[config.mk]
export PLATFORM = sky130hd
export DESIGN_NAME = hub75_line_tx
export DESIGN_NICKNAME = d
export VERILOG_FILES = /design/src/rtl/hub75_line_tx.sv
export SDC_FILE = /design/constraint.sdc
export NUM_CORES = 1
export LEC_CHECK = 0
export BUFFER_PORTS_ARGS = -buffer_cell sky130_fd_sc_hd__buf_2
export CAP_MARGIN = 20
export CORE_MARGIN = 3
export CORE_UTILIZATION = 55
export DETAILED_ROUTE_END_ITERATION = 6
export PLACE_DENSITY = 0.84
export SETUP_SLACK_MARGIN = 0.05
export SYNTH_ARGS = -nofsm -noshare
export SYNTH_HDL_FRONTEND = slang
export SYNTH_SLANG_ARGS = --single-unit
[constraint.sdc]
create_clock -name clk -period 3.5 [get_ports clk]
set_input_delay 0.35 -clock clk [delete_from_list [all_inputs] [get_ports clk]]
set_output_delay 0.35 -clock clk [all_outputs]
set_load 0.01 [all_outputs]
[src/rtl/hub75_line_tx.sv]
// ---------------------------------------------------------------------------
// hub75_line_tx
//   Shifts one row pair of a HUB75 panel out for a single bit plane. For each
//   column, the upper and lower segment pixels are fetched from frame memory,
//   the selected bit of each colour channel is presented on the panel data
//   pins, and one shift-clock pulse is produced whose low and high phases each
//   last D+1 cycles. After the last column the transmitter waits until the
//   panel is blanked (or the display timer is stopped) and then pulses the
//   latch for one cycle.
//
// Ports
//   clk, rst_n             : clock, asynchronous active-low reset
//   i_clk_div              : shift-clock phase length minus one (D)
//   i_tx_start             : start a line (honoured only while idle)
//   i_init_addr            : address of the first pixel of the upper row
//   i_pix_bit              : bit plane to transmit
//   i_blanking, i_timer_en : latch permission (blanked, or timer stopped)
//   o_tx_ready             : high while idle
//   o_mem_rd               : one-cycle read strobe; data returns next cycle
//   o_mem_addr0/1          : upper / lower segment pixel addresses
//   i_mem_data0/1          : {R,G,B} pixels, R in the MSBs
//   o_r0..o_b1             : panel colour data for both segments
//   o_sclk, o_latch        : panel shift clock and latch
// ---------------------------------------------------------------------------
module hub75_line_tx #(
  parameter int hpixel_p     = 64,
  parameter int vpixel_p     = 64,
  parameter int bpp_p        = 8,
  parameter int clk_div_wd_p = 8,
  localparam int frame_size_p    = hpixel_p * vpixel_p,
  localparam int addr_width_p    = $clog2(frame_size_p),
  localparam int pix_bit_width_p = $clog2(bpp_p)
) (
  input  logic                       clk,
  input  logic                       rst_n,
  input  logic [clk_div_wd_p-1:0]    i_clk_div,
  input  logic                       i_tx_start,
  input  logic [addr_width_p-1:0]    i_init_addr,
  input  logic [pix_bit_width_p-1:0] i_pix_bit,
  input  logic                       i_blanking,
  input  logic                       i_timer_en,
  output logic                       o_tx_ready,
  output logic                       o_mem_rd,
  output logic [addr_width_p-1:0]    o_mem_addr0,
  output logic [addr_width_p-1:0]    o_mem_addr1,
  input  logic [3*bpp_p-1:0]         i_mem_data0,
  input  logic [3*bpp_p-1:0]         i_mem_data1,
  output logic                       o_r0,
  output logic                       o_g0,
  output logic                       o_b0,
  output logic                       o_r1,
  output logic                       o_g1,
  output logic                       o_b1,
  output logic                       o_sclk,
  output logic                       o_latch
);

  localparam int col_width_p = $clog2(hpixel_p);
  localparam logic [col_width_p-1:0]  last_col_p   = col_width_p'(hpixel_p - 1);
  localparam logic [addr_width_p-1:0] half_frame_p = addr_width_p'(frame_size_p / 2);

  typedef enum logic [2:0] {
    IDLE, FETCH, CAPTURE, SHIFT_LO, SHIFT_HI, WAIT_BLANK, LATCH
  } state_t;

  state_t                      state_q;
  logic [col_width_p-1:0]      col_q;
  logic [addr_width_p-1:0]     init_q;
  logic [pix_bit_width_p-1:0]  pix_bit_q;
  logic [clk_div_wd_p-1:0]     div_q;
  logic [clk_div_wd_p-1:0]     div_cnt_q;
  logic                        tx_ready_q;
  logic                        mem_rd_q;
  logic [addr_width_p-1:0]     addr0_q;
  logic [addr_width_p-1:0]     addr1_q;
  logic                        r0_q, g0_q, b0_q, r1_q, g1_q, b1_q;
  logic                        sclk_q;
  logic                        latch_q;

  // Address of the pixel about to be fetched. When leaving IDLE the captured
  // base is not registered yet, so the raw input is used (column 0); when
  // leaving SHIFT_HI it is the next column of the captured base.
  logic [addr_width_p-1:0] addr0_d;
  logic [addr_width_p-1:0] addr1_d;

  always_comb begin
    addr0_d = init_q + addr_width_p'(col_q) + addr_width_p'(1);
    if (state_q == IDLE) begin
      addr0_d = i_init_addr;
    end
    // Lower segment is half a frame further on; wraps modulo the address space.
    addr1_d = addr0_d + half_frame_p;
  end

  // Per-channel slices, so the bit-plane select uses a natively sized index.
  logic [bpp_p-1:0] r0_ch, g0_ch, b0_ch, r1_ch, g1_ch, b1_ch;

  assign r0_ch = i_mem_data0[3*bpp_p-1:2*bpp_p];
  assign g0_ch = i_mem_data0[2*bpp_p-1:bpp_p];
  assign b0_ch = i_mem_data0[bpp_p-1:0];
  assign r1_ch = i_mem_data1[3*bpp_p-1:2*bpp_p];
  assign g1_ch = i_mem_data1[2*bpp_p-1:bpp_p];
  assign b1_ch = i_mem_data1[bpp_p-1:0];

  always_ff @(posedge clk or negedge rst_n) begin
    if (!rst_n) begin
      state_q    <= IDLE;
      col_q      <= '0;
      init_q     <= '0;
      pix_bit_q  <= '0;
      div_q      <= '0;
      div_cnt_q  <= '0;
      tx_ready_q <= 1'b1;
      mem_rd_q   <= 1'b0;
      addr0_q    <= '0;
      addr1_q    <= '0;
      r0_q       <= 1'b0;
      g0_q       <= 1'b0;
      b0_q       <= 1'b0;
      r1_q       <= 1'b0;
      g1_q       <= 1'b0;
      b1_q       <= 1'b0;
      sclk_q     <= 1'b0;
      latch_q    <= 1'b0;
    end else begin
      case (state_q)
        IDLE: begin
          if (i_tx_start) begin
            init_q     <= i_init_addr;
            pix_bit_q  <= i_pix_bit;
            div_q      <= i_clk_div;
            col_q      <= '0;
            addr0_q    <= addr0_d;
            addr1_q    <= addr1_d;
            mem_rd_q   <= 1'b1;
            tx_ready_q <= 1'b0;
            state_q    <= FETCH;
          end
        end

        FETCH: begin
          mem_rd_q <= 1'b0;
          state_q  <= CAPTURE;
        end

        CAPTURE: begin
          // Memory data is valid now; these bits stay put until the next
          // CAPTURE, which keeps them stable across the whole sclk pulse.
          r0_q      <= r0_ch[pix_bit_q];
          g0_q      <= g0_ch[pix_bit_q];
          b0_q      <= b0_ch[pix_bit_q];
          r1_q      <= r1_ch[pix_bit_q];
          g1_q      <= g1_ch[pix_bit_q];
          b1_q      <= b1_ch[pix_bit_q];
          div_cnt_q <= '0;
          state_q   <= SHIFT_LO;
        end

        SHIFT_LO: begin
          if (div_cnt_q == div_q) begin
            div_cnt_q <= '0;
            sclk_q    <= 1'b1;
            state_q   <= SHIFT_HI;
          end else begin
            div_cnt_q <= div_cnt_q + clk_div_wd_p'(1);
          end
        end

        SHIFT_HI: begin
          if (div_cnt_q == div_q) begin
            div_cnt_q <= '0;
            sclk_q    <= 1'b0;
            if (col_q == last_col_p) begin
              state_q <= WAIT_BLANK;
            end else begin
              col_q    <= col_q + col_width_p'(1);
              addr0_q  <= addr0_d;
              addr1_q  <= addr1_d;
              mem_rd_q <= 1'b1;
              state_q  <= FETCH;
            end
          end else begin
            div_cnt_q <= div_cnt_q + clk_div_wd_p'(1);
          end
        end

        WAIT_BLANK: begin
          // Latching while the panel is lit would show a half-updated row.
          if (i_blanking || !i_timer_en) begin
            latch_q <= 1'b1;
            state_q <= LATCH;
          end
        end

        LATCH: begin
          latch_q    <= 1'b0;
          tx_ready_q <= 1'b1;
          col_q      <= '0;
          state_q    <= IDLE;
        end

        default: begin
          mem_rd_q   <= 1'b0;
          sclk_q     <= 1'b0;
          latch_q    <= 1'b0;
          tx_ready_q <= 1'b1;
          col_q      <= '0;
          state_q    <= IDLE;
        end
      endcase
    end
  end

  assign o_tx_ready  = tx_ready_q;
  assign o_mem_rd    = mem_rd_q;
  assign o_mem_addr0 = addr0_q;
  assign o_mem_addr1 = addr1_q;
  assign o_r0        = r0_q;
  assign o_g0        = g0_q;
  assign o_b0        = b0_q;
  assign o_r1        = r1_q;
  assign o_g1        = g1_q;
  assign o_b1        = b1_q;
  assign o_sclk      = sclk_q;
  assign o_latch     = latch_q;

endmodule

Yosys cells after proc, flatten, opt, wreduce, memory -nomap -nowiden
Cells that the tools add are included.
- output and inout port bits: 34
- bits of input ports: 76
- word-level logic and storage cells: 105
- bits in registers: 74
- reductions and logical operators: 19
- $lt $le $gt $ge: 1
- muxes and demuxes: 44
- bitwise gates (word level): 5
- add/subtract/negate cells: 5
- eq/ne operators: 13
- operator list (cell ; count):
    2-to-1 mux 12 bit ; 7
    one-hot mux 12 bit (2 select lines) ; 2
    binary-select mux 1 bit (select 3 bit) ; 6
    2-to-1 mux 6 bit ; 3
    one-hot mux 3 bit (6 select lines) ; 1
    one-hot mux 6 bit (3 select lines) ; 1
    one-hot mux 8 bit (2 select lines) ; 1
    AND reduction 4 bit ; 4
    2-to-1 mux 3 bit ; 5
    OR reduction 5 bit ; 3
    2-to-1 mux 1 bit ; 13
    adder 12 x 1 -> 12 bit (second input constant) ; 1
    adder 12 bit (second input constant) ; 1
    adder 12 x 6 -> 12 bit ; 1
    != test 2 bit (second input constant) ; 5
    == test 3 bit (second input constant) ; 3
    adder 8 x 1 -> 8 bit (second input constant) ; 1
    == test 8 bit ; 1
    2-to-1 mux 8 bit ; 1
    OR reduction 4 bit ; 2
    adder 6 x 1 -> 6 bit (second input constant) ; 1
    == test 3 x 2 -> 1 bit (second input constant) ; 2
    == test 6 bit (second input constant) ; 1
    one-hot mux 1 bit (3 select lines) ; 2
    11 further kinds ; 19

Depth between registers and ports, before layout
- depth in word-level cells: 7
- mapped depth: 9
- mapped depth without buffers: 9

Least setup slack after synthesis
Ideal clock, no wire load.
- path kind: register to register
- from: register col_q[0]
- to: register addr0_q[8] (netlist: o_mem_addr0[8])
- path slack: 1.320 ns
- period minus slack after synthesis: 2.180 ns
- library setup time: 0.083 ns
- cell stages (with the launch flop): 10
- arrival time: 2.098 ns
- path buffers: 0
- data required time: 3.417 ns
- path through: dfrtp_1 > inv_1 > ha_1 > fa_1 > nor2b_1 > o31a_1 > o21ai_0 > or4_1 > and3_1 > o21ai_0
- word-level cells in the longest chain between the ends: 6
- elaborated cells between the ends (all ways): 10
- classes of those cells: 2 x add/sub; 2 x eq/ne; 5 x mux; 1 x reduce/logical
- ends and longest elaborated chain (what ; RTL line ; source):
    from (decl) ; 67 ; logic [col_width_p-1:0] col_q;
    from (signal assigned) ; 176 ; col_q <= col_q + col_width_p'(1);
    adder 12 x 6 -> 12 bit ; 87 ; addr0_d = init_q + addr_width_p'(col_q) + addr_width_p'(1);
    adder 12 x 1 -> 12 bit ; 87 ;
    2-to-1 mux 12 bit ; 88 ; if (state_q == IDLE) begin
    2-to-1 mux 12 bit ; 173 ; if (col_q == last_col_p) begin
    2-to-1 mux 12 bit ; 170 ; if (div_cnt_q == div_q) begin
    one-hot mux 12 bit (2 select lines) ; 126 ; case (state_q)
    to (signal assigned) ; 133 ; addr0_q <= addr0_d;
    to (signal assigned) ; 177 ; addr0_q <= addr0_d;
    to (decl) ; 74 ; logic [addr_width_p-1:0] addr0_q;
Parallel ways exist; a longest one is shown, timed or not. The select of a mux whose other input is x is not followed.
A chain may end at the register's enable or synchronous reset.

Worst setup path in the final report
- from: register state_q[2]
- to: register col_q[3]
- word-level cells in the longest chain between the ends: 4
- elaborated cells between the ends (all ways): 13
- classes of those cells: 8 x eq/ne; 1 x mux; 1 x bitwise; 3 x reduce/logical
- ends and longest elaborated chain (what ; RTL line ; source):
    from (decl) ; 66 ; state_t state_q;
    from (signal assigned) ; 107 ; state_q <= IDLE;
    from (signal assigned) ; 137 ; state_q <= FETCH;
    from (signal assigned) ; 143 ; state_q <= CAPTURE;
    == test 3 bit, or another cell as far along ; 126 ;
    OR reduction 4 bit (no source line) ; - ;
    NOT 1 bit (no source line) ; - ;
    AND reduction 4 bit (no source line) ; - ;
Parallel ways exist; a longest one is shown, timed or not.

==> reports/summary.txt <==
SYNTHESIS
--------------------------------------------------------------------------------------------------------
Unique masters post-synth .................................................................           52
Dominant cell type by area after synthesis ................................................      dfrtp_1
Flop and latch count out of synthesis .....................................................           63
Sequential share of the synthesized area ..................................................        0.428
Nets in the synthesized netlist ...........................................................          442
Count of yosys warnings during synthesis ..................................................            0
Post-synthesis cell area .................................................................. 0.00369 mm^2
Portion of synthesized cell area occupied by the leading cell type ........................        0.421
Average cell area after synthesis .........................................................    10.3 um^2
Leading cell types by total area after synthesis .......................................... dfrtp_1 (42%), mux4_2 (7.3%), mux2_2 (6.4%)
Post-synth EDFFs ..........................................................................            0
Cell count after synthesis ................................................................          357
Post-synth ARST share .....................................................................         1.00
Primary flip-flop cell chosen by synthesis mapping ........................................      dfrtp_1

PLACEMENT
--------------------------------------------------------------------------------------------------------
Global placer's final weighted congestion .................................................        0.889
Number of instances in the placed design ..................................................          518
Number of I/O port buffers ................................................................          109
Estimated wirelength of the detail-placed design ..........................................      6.48 mm

STA
--------------------------------------------------------------------------------------------------------
Number of hold-slack violations in the final timing report ................................            0
Min cycle time layout .....................................................................      2.47 ns
Worst Skew ................................................................................    0.0113 ns
Setup TNS Final ...........................................................................         0 ns
Worst slew margin .........................................................................        0.470
Unrepaired setup endpoints after global routing ...........................................        false
Fmax ......................................................................................    0.406 GHz
Final-report setup violation count ........................................................            0
Max Transition Viols Final ................................................................            0
Pin slew with the least headroom to its limit .............................................     0.791 ns
Period Utilization, post-route ............................................................        0.704

LAYOUT
--------------------------------------------------------------------------------------------------------
Share of the core filled with cells in the final layout ...................................        0.680
Cell Count, Final, Fillers Out ............................................................          534
Most common cell after layout, fill and taps aside ........................................        buf_2
Post-synthesis to final-layout area growth ................................................        18.5%
Leading cell types in the layout, fill and taps excluded .................................. buf_2 (109), dfrtp_1 (62), nand2_1 (34), o21ai_0 (30), nor2_1 (23)
Net count of the finished layout ..........................................................          538
Share of final-layout standard cells stronger than drive strength 1 .......................        0.365
Count of filler cells inserted in the layout ..............................................          514
Antenna cells .............................................................................            0

CRITICAL PATH
--------------------------------------------------------------------------------------------------------
Worst-path maximum fanout .................................................................           15
CP Capture Type ...........................................................................    flip-flop
Class of the most critical setup path ..................................................... flip-flop to flip-flop
Worst path arrival time ...................................................................      2.74 ns
Crit path required time ...................................................................      3.77 ns
Startpoint class of the critical path .....................................................    flip-flop

ROUTING
--------------------------------------------------------------------------------------------------------
Overall via count from detail_route .......................................................        3,017
Residual DRC count ........................................................................            0
Wire length after detailed routing ........................................................      8.33 mm
Antenna violation net count after detailed routing ........................................            0
Detailed-route wire length per cell .......................................................      15.6 um
Detailed Route Iter0 Violations ...........................................................          139
Initial DRT Pass Iterations ...............................................................            4
Ratio of routed vias to standard cells ....................................................         5.65

POWER AND IR DROP
--------------------------------------------------------------------------------------------------------
Power per cell area .......................................................................  323 mW/mm^2
PnR Total Power ...........................................................................      1410 uW
Static leakage ............................................................................   0.00214 uW
Maximum ir drop on the vdd rail ...........................................................     0.227 mV

CTS
--------------------------------------------------------------------------------------------------------
H-tree Lvls ...............................................................................            3
Later-pin clock latency in the skew report ................................................      0.34 ns
Clock tree from TritonCTS .................................................................          yes
Post-cts gate resize count ................................................................            0
Number of buffers created by CTS ..........................................................            9
Maximum buffer depth of the clock tree ....................................................            2
Post-CTS clock slew at the launch and capture registers of the worst setup and hold paths .      0.07 ns
Buffer cell driving the clock tree root ...................................................     clkbuf_8
Clock sinks ...............................................................................           63

GRT
--------------------------------------------------------------------------------------------------------
Remaining global-route overflow ...........................................................            0
Number of global-route vias before repair .................................................        3,084
Global-route wire length before repair ....................................................      14.1 mm
Pin count of the biggest net entering global routing ......................................           47
Total routing usage reported by global routing ............................................        0.239
Initial antenna violation count ...........................................................            0

FLOORPLAN
--------------------------------------------------------------------------------------------------------
Boundary Pins .............................................................................          110
Initial cell density of the core ..........................................................        0.574
Placeable core area ....................................................................... 0.00642 mm^2
Vertical die dimension ....................................................................      87.9 um
Number of placement rows ..................................................................           29
Total die area ............................................................................ 0.00772 mm^2
Chip width ................................................................................      87.9 um

HOLD PATH
--------------------------------------------------------------------------------------------------------
Hold crit path type ....................................................................... input port to flip-flop

RUN
--------------------------------------------------------------------------------------------------------
Max_cap viols .............................................................................            0

OUTCOME
--------------------------------------------------------------------------------------------------------
Status .................................................................................... complete, no violations

what timing repair did:
action	CTS	global route
hold buffers	1	0
setup buffers	0	0
endpoints found under the hold margin	16	0
metal layers:
layer  GRT usage  share of wire  routed length (um)  vias up
met2       0.416           0.50                4170      113
li1            -              -                   -     1461
met4      0.0907          0.019                 160        0
met3      0.0517          0.067                 559        9
met1       0.290           0.41                3440     1434
met5           0              0                   0        -
cell families (layout without fill, tap and decap cells):
group	count (synthesis)	count (layout)	synth area share
simple gates	109	109	0.153
compound gates	82	82	0.135
flops	63	63	0.428
mux	42	42	0.162
buf+inv	38	138	0.0566
xor+xnor	14	14	0.0332
fa+ha+maj	9	9	0.0326
worst max-delay path, stage by stage, from the launching register on:
cell	delay, ns
dfrtp_1	0.61
or3b_4	0.47
nor3_2	0.22
nor2_1	0.09
a31oi_1	0.64
o21ai_0	0.21
a21oi_1	0.16
final timing paths:
kind | from | depth (start not counted) | slack [ns] | endpoint
max reg2reg | state_q[2] | 6 | 1.03 | col_q[3]
min reg2reg | o_tx_ready | 2 | 0.46 | o_tx_ready
min in group asynchronous | rst_n | 2 | 0.47 | col_q[0]
min | i_clk_div[0] | 2 | 0.25 | div_q[0]
max | state_q[2] | 6 | 1.03 | col_q[3]
max in group asynchronous | rst_n | 3 | 2.09 | o_mem_addr1[11]
report_power, final:
group | internal [uW] | leakage, uW | total, uW | switching [uW]
Clock | 320 | 0.0000957 | 592 | 272
Combinational | 46.1 | 0.00123 | 85.6 | 39.5
Sequential | 732 | 0.000815 | 733 | 1.73
Total | 1100 | 0.00214 | 1410 | 314
final cells by class:
type / count / area, um^2 / share of cell area
well taps: 77 / 96.3 / 0.0221
clock inverters: 5 / 50.0 / 0.0115
flip-flops and latches: 63 / 1580 / 0.361
inverters: 10 / 37.5 / 0.00859
repair buffers: 113 / 578 / 0.132
multi-input cells: 256 / 1900 / 0.435
clock buffers: 10 / 128 / 0.0292
sequential cells by signal (all words and copies together) (netlist names), 3 cells and up:
signal       flops
init_q          12
o_mem_addr0     12
div_cnt_q        8
div_q            8
col_q            6
pix_bit_q        3
state_q          3
cell usage after synthesis, types with 8 or more instances:
cell,n
buf_4,13
dfrtp_1,62
nand2_1,34
ha_1,8
mux2i_1,9
nor2_1,23
a21oi_1,21
xnor2_1,11
o21ai_0,30
inv_1,10
buf_2,8
mux2_2,21
mux4_2,12
metrics by stage:
stage	hold slack, ns	setup WS [ns]	instance area (um^2)
after floorplan	0.0544	1.32	3690
after global placement	0.292	1.20	4180
after detailed placement	0.303	1.10	4180
after CTS	0.234	1.07	4370
after global routing	0.240	0.794	4370
final	0.249	1.03	4370
No activity file was read; power rests on OpenSTA's default activity.
